--- config.mk ---
export PLATFORM = sky130hd
export DESIGN_NAME = dmem_axi_master
export DESIGN_NICKNAME = d
export VERILOG_FILES = /design/src/rtl/dmem_axi_master_pkg.sv /design/src/rtl/dmem_axi_master.sv
export SDC_FILE = /design/constraint.sdc
export NUM_CORES = 1
export LEC_CHECK = 0
export CAP_MARGIN = 20
export CORE_AREA = 2 2 115 117
export CTS_BUF_LIST = sky130_fd_sc_hd__clkbuf_2 sky130_fd_sc_hd__clkbuf_4 sky130_fd_sc_hd__clkbuf_8
export CTS_CLUSTER_DIAMETER = 50
export DETAILED_ROUTE_END_ITERATION = 16
export DIE_AREA = 0 0 117 119
export GPL_TIMING_DRIVEN = 0
export PLACE_DENSITY_LB_ADDON = 0.15
export REMOVE_ABC_BUFFERS = 1
export SKIP_CTS_REPAIR_TIMING = 1
export SYNTH_ARGS = -nofsm -noshare
export SYNTH_HDL_FRONTEND = slang
export SYNTH_SLANG_ARGS = --single-unit
--- constraint.sdc ---
create_clock -name ACLK -period 4.4 [get_ports ACLK]
set_clock_uncertainty 0.05 [all_clocks]
set_input_delay 0.88 -clock ACLK [delete_from_list [all_inputs] [get_ports ACLK]]
set_output_delay 0.88 -clock ACLK [all_outputs]
set_load 0.01 [all_outputs]
--- src/rtl/dmem_axi_master_pkg.sv ---
// AXI4 channel payload types, protocol constants and FSM states shared by the
// DMEM-to-AXI bridge and anything that binds to its ports.
package dmem_axi_master_pkg;

    localparam int AXI_ID_BITS   = 4;
    localparam int AXI_ADDR_BITS = 32;
    localparam int AXI_DATA_BITS = 32;
    localparam int AXI_STRB_BITS = AXI_DATA_BITS / 8;

    localparam logic [1:0] RESP_OKAY  = 2'b00;
    localparam logic [1:0] BURST_INCR = 2'b01;
    localparam logic [2:0] SIZE_WORD  = 3'b010;

    typedef struct packed {
        logic [AXI_ID_BITS-1:0]   id;
        logic [AXI_ADDR_BITS-1:0] addr;
        logic [7:0]               len;
        logic [2:0]               size;
        logic [1:0]               burst;
    } axi_aw_t;

    typedef struct packed {
        logic [AXI_ID_BITS-1:0]   id;
        logic [AXI_ADDR_BITS-1:0] addr;
        logic [7:0]               len;
        logic [2:0]               size;
        logic [1:0]               burst;
    } axi_ar_t;

    typedef struct packed {
        logic [AXI_DATA_BITS-1:0] data;
        logic [AXI_STRB_BITS-1:0] strb;
        logic                     last;
    } axi_w_t;

    typedef struct packed {
        logic [AXI_ID_BITS-1:0] id;
        logic [1:0]             resp;
    } axi_b_t;

    typedef struct packed {
        logic [AXI_ID_BITS-1:0]   id;
        logic [AXI_DATA_BITS-1:0] data;
        logic [1:0]               resp;
        logic                     last;
    } axi_r_t;

    typedef enum logic [2:0] {
        S_IDLE         = 3'd0,
        S_WR_ADDR_DATA = 3'd1,
        S_WR_RESP      = 3'd2,
        S_RD_ADDR      = 3'd3,
        S_RD_DATA      = 3'd4,
        S_DONE         = 3'd5
    } dmem_axi_state_e;

    function automatic logic resp_is_err(input logic [1:0] resp);
        return resp != RESP_OKAY;
    endfunction

endpackage

--- src/rtl/dmem_axi_master.sv ---
// Turns each held CPU DMEM request into one single-beat AXI4 transaction and
// stalls the pipeline until the response has been consumed.
//
// Handshake rule on every AXI channel: a transfer happens on the rising ACLK
// edge where valid and ready are both 1; once raised, a valid stays high with
// a stable payload until that edge, and never depends combinationally on the
// matching ready.
module dmem_axi_master
    import dmem_axi_master_pkg::*;
#(
    parameter logic [3:0] ID_VAL = 4'd1,
    parameter int         ADDR_W = 32,
    parameter int         DATA_W = 32
) (
    input  logic                ACLK,
    input  logic                ARESETn,
    input  logic [ADDR_W-1:0]   dmem_addr,
    input  logic                dmem_ren,
    input  logic                dmem_wen,
    input  logic [DATA_W/8-1:0] dmem_wstrb,
    input  logic [DATA_W-1:0]   dmem_wdata,
    output logic [DATA_W-1:0]   dmem_rdata,
    output logic                stall_o,
    output logic                bus_err_o,
    output axi_aw_t             aw_o,
    output logic                awvalid_o,
    input  logic                awready_i,
    output axi_w_t              w_o,
    output logic                wvalid_o,
    input  logic                wready_i,
    input  axi_b_t              b_i,
    input  logic                bvalid_i,
    output logic                bready_o,
    output axi_ar_t             ar_o,
    output logic                arvalid_o,
    input  logic                arready_i,
    input  axi_r_t              r_i,
    input  logic                rvalid_i,
    output logic                rready_o,
    output dmem_axi_state_e     dbg_state_o
);

    dmem_axi_state_e     state_q, state_d;
    logic [ADDR_W-1:0]   addr_q, addr_d;
    logic [DATA_W-1:0]   wdata_q, wdata_d;
    logic [DATA_W/8-1:0] wstrb_q, wstrb_d;
    logic [DATA_W-1:0]   rdata_q, rdata_d;
    logic                aw_done_q, aw_done_d;
    logic                w_done_q, w_done_d;
    logic                err_q, err_d;

    always_ff @(posedge ACLK or negedge ARESETn) begin
        if (!ARESETn) begin
            state_q   <= S_IDLE;
            addr_q    <= '0;
            wdata_q   <= '0;
            wstrb_q   <= '0;
            rdata_q   <= '0;
            aw_done_q <= 1'b0;
            w_done_q  <= 1'b0;
            err_q     <= 1'b0;
        end else begin
            state_q   <= state_d;
            addr_q    <= addr_d;
            wdata_q   <= wdata_d;
            wstrb_q   <= wstrb_d;
            rdata_q   <= rdata_d;
            aw_done_q <= aw_done_d;
            w_done_q  <= w_done_d;
            err_q     <= err_d;
        end
    end

    always_comb begin
        state_d   = state_q;
        addr_d    = addr_q;
        wdata_d   = wdata_q;
        wstrb_d   = wstrb_q;
        rdata_d   = rdata_q;
        aw_done_d = aw_done_q;
        w_done_d  = w_done_q;
        err_d     = err_q;
        awvalid_o = 1'b0;
        wvalid_o  = 1'b0;
        bready_o  = 1'b0;
        arvalid_o = 1'b0;
        rready_o  = 1'b0;

        case (state_q)
            S_IDLE: begin
                aw_done_d = 1'b0;
                w_done_d  = 1'b0;
                err_d     = 1'b0;
                // A write wins over a simultaneous read request.
                if (dmem_wen) begin
                    addr_d  = dmem_addr;
                    wdata_d = dmem_wdata;
                    wstrb_d = dmem_wstrb;
                    state_d = S_WR_ADDR_DATA;
                end else if (dmem_ren) begin
                    addr_d  = dmem_addr;
                    state_d = S_RD_ADDR;
                end
            end
            S_WR_ADDR_DATA: begin
                // AW and W complete independently; move on once both are done.
                awvalid_o = !aw_done_q;
                wvalid_o  = !w_done_q;
                aw_done_d = aw_done_q | awready_i;
                w_done_d  = w_done_q | wready_i;
                if (aw_done_d && w_done_d) begin
                    state_d = S_WR_RESP;
                end
            end
            S_WR_RESP: begin
                bready_o = 1'b1;
                if (bvalid_i) begin
                    err_d   = resp_is_err(b_i.resp);
                    state_d = S_DONE;
                end
            end
            S_RD_ADDR: begin
                arvalid_o = 1'b1;
                if (arready_i) begin
                    state_d = S_RD_DATA;
                end
            end
            S_RD_DATA: begin
                rready_o = 1'b1;
                if (rvalid_i) begin
                    rdata_d = r_i.data;
                    err_d   = resp_is_err(r_i.resp);
                    state_d = S_DONE;
                end
            end
            S_DONE: begin
                state_d = S_IDLE;
            end
            default: begin
                state_d = S_IDLE;
            end
        endcase
    end

    assign aw_o.id    = ID_VAL;
    assign aw_o.addr  = addr_q;
    assign aw_o.len   = 8'd0;
    assign aw_o.size  = SIZE_WORD;
    assign aw_o.burst = BURST_INCR;

    assign ar_o.id    = ID_VAL;
    assign ar_o.addr  = addr_q;
    assign ar_o.len   = 8'd0;
    assign ar_o.size  = SIZE_WORD;
    assign ar_o.burst = BURST_INCR;

    assign w_o.data = wdata_q;
    assign w_o.strb = wstrb_q;
    assign w_o.last = 1'b1;

    // DONE is the one cycle the CPU sees the request released.
    assign stall_o     = (dmem_ren | dmem_wen) & (state_q != S_DONE);
    assign bus_err_o   = (state_q == S_DONE) & err_q;
    assign dmem_rdata  = rdata_q;
    assign dbg_state_o = state_q;

    // Only one transaction is ever outstanding, so response IDs carry no information.
    logic unused_ok;
    assign unused_ok = ^{b_i.id, r_i.id, r_i.last};

endmodule

==> Word-level counts from Yosys, hierarchy flattened <==
Cells that the tools add are included.
{ "classes": {"n_reduce_logical": 14, "muxes": 19, "bitwise": 5, "n_eq_ne": 11} }
{ "ops": {"columns": ["cell", "count"], "rows": [
  ["32-bit two-way mux", 2],
  ["3-bit two-way mux", 6],
  ["3-bit case mux with 5 select lines", 1],
  ["2-bit inequality test, second input constant", 4],
  ["2-bit nonzero test", 4],
  ["1-bit two-way mux", 7],
  ["3-bit by 2-bit equality test with 1-bit output, second input constant", 2],
  ["3-bit equality test, second input constant", 2],
  ["3-bit inequality test, second input constant", 2],
  ["2-bit AND reduction", 3],
  ["5-bit AND reduction", 1],
  ["1-bit case mux with 2 select lines", 2],
  ["3-bit by 1-bit equality test with 1-bit output, second input constant", 1],
  ["3-bit zero test", 1],
  ["1-bit bitwise OR", 3],
  ["1-bit case mux with 3 select lines", 1],
  ["3-bit AND reduction", 1],
  ["3-bit nonzero test", 1],
  ["1-bit bitwise AND", 2],
  ["1-bit zero test", 2],
  ["1-bit logical AND", 1]
]} }
{ "totals": {"ff_bits": 106, "in_bits": 122, "out_inout_bits": 177} }

==> Longest topological paths before layout <==
Gate-level depths: netlist of run 1.
{ "logic_depth": {"word_depth": 4, "mapped_depth": 6, "ltp_nobuf": 4} }

==> Worst setup path after synthesis of run 1 <==
OpenSTA, ideal clock, no wires.
{ "synth_timing": {"path_type": "input-to-output", "from": "input port dmem_wen", "to": "output port stall_o", "setup_slack_ns": 2.319, "path_buffers": 0, "stages": 2, "arrival_time_ns": 1.151, "required_time_ns": 3.470, "cell_sequence": "nor2_1 a31oi_1"} }
{ "synth_via": {"elab_chain_cells": 2} }
{ "synth_rtl": {"columns": ["item", "line_no", "source"], "rows": [
  ["start: declaration", "dmem_axi_master.sv:19", "input logic dmem_wen,"],
  ["1-bit bitwise OR", "dmem_axi_master.sv:162", "assign stall_o = (dmem_ren | dmem_wen) & (state_q != S_DONE);"],
  ["1-bit bitwise AND", "dmem_axi_master.sv:162", null],
  ["end: declaration", "dmem_axi_master.sv:23", "output logic stall_o,"]
]} }
No other way between the ends.

==> Worst setup path after layout of run 1 <==
Ends and elaborated chain as after synthesis.

==> results.toml, run 1 <==
[detailed_routing]
via_count = 3239
drt_iter0_markers = 87
wl_um = 11580
wl_per_cell_um = 15.80
drc = 0
vias_per_cell = 4.419
drtAntennaViolNets = 0
detail_route.first_pass.iterations = 4

[critical_path]
arrival_ns = 2.22
crit_start = "dmem_wen"
critical_path_required_ns = 3.47
crit_path_start_kind = "input pin"
worst-setup-path-type = "in -> out"
cp_max_fo = 3
end_kind = "output pin"
rr_startpoint = "dbg_state_o[0]"

[synthesis]
netlist_area_sq_um = 4847
netlist_instances = 333
synthTopCellsByArea = "dfrtp_1 (55%), buf_4 (11%), mux2_2 (9.5%)"
synth_top_area_share_pct = 54.72
yosysUniqueCellTypes = 32
synth_warnings = 0
synth.largest_area_cell = "dfrtp_1"
synth.avg_cell_area_sq_um = 14.56
ys_ff_latch = 106
ys_seq_area_share_pct = 54.72

[clock_network]
htreeDepth = 3
cts_root_buf = "clkbuf_8"
clockBufferDepth = 2
path_clk_slew_ns = 0.09
cts-buffers-inserted = 9
clkLatencyLatePin_ns = 0.35
cts_sinks = 106
cts_tree = "built"

[power]
power_density_nw_per_um2 = 713.3
p_sw_share_pct = 31.42
switchingPower_w = 0.001645
power.total_w = 0.005235
leakagePower_nw = 3.108
power.internal_w = 0.003590
share_comb_of_total_power_pct = 52.7
power_frac_clock_pct = 12.5
power_frac_seq_pct = 34.7
ir_worst_vdd_mv = 0.4389

[floorplan]
die_y_um = 119
start_util_pct = 37.65
die_x_um = 117
die_area_sq_um = 13920
coreArea_sq_um = 12870
fp-row-count = 42
ioPinCount = 299

[global_routing]
grt_max_degree = 65
grt_util_all_layers_pct = 16.67
grt_pass1_vias = 3351
antenna_found_initial = 0
overflow = 0
grt_pass1_wl_um = 17650

[sta]
relSlewSlack_pct = 40.92
fin_crit_sh_pct = 71.57
fmax_mhz = 317.5
holdWs_ns = 0.4530
post-route-min-period_ns = 3.149
finalMaxSlewViolations = 0
setup_violations = 0
hold_violations = 0
worst_pin_slew_ns = 0.8863
rsz0062_at_grt = "false"

[hold_path]
min-delay-start = "dmem_rdata[4]"
hold_class = "reg -> reg"

[placed_design]
place_hpwl_um = 9053
place_area_sq_um = 7116
dp_cells = 717
gp_congestion = 0.7642
io_buffers = 254

[layout]
design_area_sq_um = 7338
drive_above_1_share_pct = 17.24
regArea_sq_um = 2653
final_util_pct = 57.00
area_growth_pct = 51.39
n_antenna_cell = 0
fill_cells = 1128
multi_input_area_sq_um = 1614
layout.cells.non_filler = 733
nets = 674

[job]
cap_violations = 0

[status]
status = "finished, final reports clean"
-- synthesized netlist by cell type --
master,n
mux2_2,41
and2_1,1
o221ai_1,1
mux2i_1,1
o211ai_1,2
nor2b_1,1
nand2_1,3
nand3b_1,1
o31ai_1,1
mux2_4,30
and2b_1,1
buf_12,4
nor2_1,8
and2_4,1
mux2_1,31
and3_1,1
nand3_1,2
inv_1,3
and4_1,1
clkbuf_1,1
dfrtp_1,106
buf_4,70
a31oi_1,1
nor3_1,1
buf_2,1
buf_6,7
a21oi_1,4
nor3_4,1
nor2_2,1
o21ai_0,3
conb_1,2
a31o_2,1
-- cells in the final DEF (no fill, tap or decap), drive strengths merged, types with 3 or more instances in the layout --
cell type / n
a21oi: 4
buf: 5
clkbuf: 11
clkdlybuf4s50: 253
conb: 35
dfrtp: 106
inv: 3
mux2: 102
nand2: 3
nor2: 9
o21ai: 3
-- cell type report --
class                      instances  share of cell area [%]
multi-input combinational        174                   21.99
timing repair buffer             258                   35.67
clock inverter                     5                   1.057
inverter                           3                  0.1535
tap                              176                   3.001
sequential                       106                   36.15
clock buffer                      11                   1.978
-- sequential cells by signal (all words and copies together) (netlist names) --
register and flops:
addr_q 32, dmem_rdata 32, wdata_q 32, wstrb_q 4
dbg_state_o 3, aw_done_q 1, err_q 1, w_done_q 1
-- logic make-up (layout without fill, tap and decap cells) --
group | after synthesis | in the layout | share of synthesized area, %
flip-flops | 106 | 106 | 54.72
multiplexers | 103 | 103 | 26.23
buffers and inverters | 86 | 277 | 14.53
AND/OR/NAND/NOR | 23 | 23 | 2.685
AO/OA/AOI/OAI | 13 | 13 | 1.678
other | 2 | 35 | 0.1549
-- per-layer routing --
metal,wire [um],global-route usage [%],up-vias
met5,0,0,-
met4,167,5.000,0
li1,-,-,1462
met1,4248,18.45,1588
met2,5811,28.65,176
met3,1354,7.328,13
-- power groups by stage --
stage | clock (W) | combinational, W | sequential [W]
after CTS | 0.000691 | 0.00280 | 0.00183
after global routing | 0.000723 | 0.00295 | 0.00190
final | 0.000657 | 0.00276 | 0.00182
after global placement | 0 | 0.00272 | 0.00182
after floorplan | 0 | 0.000829 | 0.00211
after detailed placement | 0 | 0.00280 | 0.00184
-- worst max-delay path, stage by stage --
cell and delay [ns]:
clkdlybuf4s50_1 0.50, nor2_1 0.08, a31oi_1 0.16, clkdlybuf4s50_1 0.60
-- stage by stage --
| stage | setup WS [ns] | TNS, ns |
|---|---|---|
| after floorplan | 2.051 | 0 |
| after global placement | -1.749 | -184.59 |
| after detailed placement | 1.262 | 0 |
| after CTS | 1.249 | 0 |
| after global routing | 1.173 | 0 |
| final | 1.251 | 0 |
-- path summary, 6_finish.rpt --
check	to	slack, ns	depth (start not counted)
worst max-delay path	stall_o	1.25	4
worst min-delay path	dmem_rdata[4]	0.45	1
max in group asynchronous	wdata_q[22]	3.03	2
worst max register to register	dmem_rdata[20]	2.05	4
min in group asynchronous	dmem_rdata[26]	0.56	1
worst min register to register	dmem_rdata[4]	0.45	1
No activity file was read; power rests on OpenSTA's default activity.
==> inputs of run 2 (changes only) <==
--- a/config.mk
+++ b/config.mk
@@ -6,11 +6,11 @@
 export NUM_CORES = 1
 export LEC_CHECK = 0
 export CAP_MARGIN = 20
-export CORE_AREA = 2 2 115 117
+export CORE_MARGIN = 2
+export CORE_UTILIZATION = 35
 export CTS_BUF_LIST = sky130_fd_sc_hd__clkbuf_2 sky130_fd_sc_hd__clkbuf_4 sky130_fd_sc_hd__clkbuf_8
 export CTS_CLUSTER_DIAMETER = 50
 export DETAILED_ROUTE_END_ITERATION = 16
-export DIE_AREA = 0 0 117 119
 export GPL_TIMING_DRIVEN = 0
 export PLACE_DENSITY_LB_ADDON = 0.15
 export REMOVE_ABC_BUFFERS = 1
==> constraint.sdc (replaced) <==
create_clock -name ACLK -period 2.52 [get_ports ACLK]
set_clock_uncertainty 0.05 [all_clocks]
set_input_delay 0.504 -clock ACLK [delete_from_list [all_inputs] [get_ports ACLK]]
set_output_delay 0.504 -clock ACLK [all_outputs]
set_load 0.01 [all_outputs]
==> run 2 against run 1 <==
First-iteration DRC count shrank 14%. Final area rose by 0.63%. Critical path depth did not move. Power increased by 76%. Sequential power rose by 74%. Register-to-register slack got worse by 1.6 ns. Worst hold slack got worse by 0.39 ns. Via count down 2.5%. Cell count increased by 0.41%. Critical endpoint unchanged.
==> results.toml, run 2 (synthesized netlist as in run 1, its figures left out) <==
[detailed_routing]
drc = 0
via_count = 3159
wl_um = 11100
drtAntennaViolNets = 0
drt_iter0_markers = 75
vias_per_cell = 4.292
detail_route.first_pass.iterations = 4
wl_per_cell_um = 15.08

[clock_network]
cts_tree = "built"
cts-buffers-inserted = 9
cts_sinks = 106
clkLatencyLatePin_ns = 0.37
path_clk_slew_ns = 0.10
htreeDepth = 3
cts_root_buf = "clkbuf_8"
clockBufferDepth = 2

[power]
power_density_nw_per_um2 = 1248
leakagePower_nw = 3.151
power.total_w = 0.009216
ir_worst_vdd_mv = 0.6344

[sta]
post-route-min-period_ns = 2.399
setup_violations = 0
fmax_mhz = 416.9
finalMaxSlewViolations = 0
relSlewSlack_pct = 52.46
rsz0062_at_grt = "false"
worst_pin_slew_ns = 0.7130
fin_crit_sh_pct = 95.19
setup_ws_ns = 0.1213
setup_tns_ns = 0
hold_violations = 0

[floorplan]
coreArea_sq_um = 13720
ioPinCount = 299
fp-row-count = 43
die_x_um = 121.7
die_area_sq_um = 14810
die_y_um = 121.7
start_util_pct = 35.33

[status]
status = "finished, final reports clean"

[critical_path]
r2r_setup_slack_ns = 0.42
worst-setup-path-type = "in -> out"
crit_slowest_cell = "clkdlybuf4s50_1"
worstPathCellList = "clkdlybuf4s50_1, nor2_1, a31oi_1, clkdlybuf4s50_1"
reg2reg_to = "dmem_rdata[11]"
arrival_ns = 1.84
end_kind = "output pin"
max_stage_delay_ns = 0.58
cp_common_cell = "clkdlybuf4s50_1"
rr_startpoint = "dbg_state_o[0]"
crit_path_start_kind = "input pin"
critical_path_required_ns = 1.97
cp_max_fo = 3
reg2reg_depth = 4

[layout]
regArea_sq_um = 2656
mostFrequentLayoutCells = "clkdlybuf4s50_1 (251), dfrtp_1 (103), mux2_2 (41), conb_1 (35), mux2_1 (31)"
nets = 673
drive_above_1_share_pct = 17.63
n_antenna_cell = 0
fill_cells = 1213
design_area_sq_um = 7385
layout_commonest_cell = "clkdlybuf4s50_1"
layout.cells.non_filler = 736
multi_input_area_sq_um = 1614
area_growth_pct = 52.35

[placed_design]
gp_congestion = 0.6985
place_hpwl_um = 8424
place_area_sq_um = 7126
io_buffers = 254
dp_cells = 720
dp_slack_ns = 0.02299

[global_routing]
grt_util_all_layers_pct = 15.07
grt_max_degree = 62
antenna_found_initial = 0
grt_pass1_wl_um = 17190
grt_pass1_vias = 3267
overflow = 0

[hold_path]
hold_class = "in -> async"

[job]
cap_violations = 0
==> run 2: area by class of cell <==
class,count,share of cell area (%)
Timing Repair Buffer,257,35.58
Multi-Input combinational cell,174,21.86
Sequential cell,106,35.97
Inverter,3,0.1525
Tap cell,180,3.050
Clock buffer,10,1.864
Clock inverter,6,1.525
==> run 2: power by group <==
group / switching [W] / internal, W / leakage [nW]
Clock: 0.000591 / 0.000691 / 0.127
Sequential: 0.000592 / 0.00258 / 1.26
Combinational: 0.00168 / 0.00308 / 1.76
==> run 2: per-stage QoR <==
step           hold WS, ns  utilization [%]
6_report           0.06394            53.83
5_1_grt            0.09891            53.83
4_1_cts            0.07543            53.76
3_5_place_dp        0.4320            51.94
3_3_place_gp        0.4201            51.35
2_1_floorplan       0.1584                -
==> run 2: worst max path at each step <==
stage | start | to | depth (start not counted)
6_report | dmem_wen | stall_o | 4
5_1_grt | dbg_state_o[2] | awvalid_o | 4
4_1_cts | dbg_state_o[0] | wvalid_o | 3
3_5_place_dp | dmem_wen | addr_q[4] | 5
3_3_place_gp | ARESETn | dmem_rdata[15] | 1
2_1_floorplan | dbg_state_o[0] | addr_q[0] | 3
==> run 2: per-layer routing <==
layer	vias up	GRT usage [%]	part of all wire, %
met5	-	0	0
met4	0	6.250	1.7
met2	182	23.53	46
met1	1507	18.30	40
met3	11	6.554	12
li1	1459	-	-
==> run 2: critical path: cells and delay by family <==
kind	cells	cell delay, ns
AND/OR/NAND/NOR	1	0.09
buffers and inverters	2	1.09
AO/OA/AOI/OAI	1	0.16
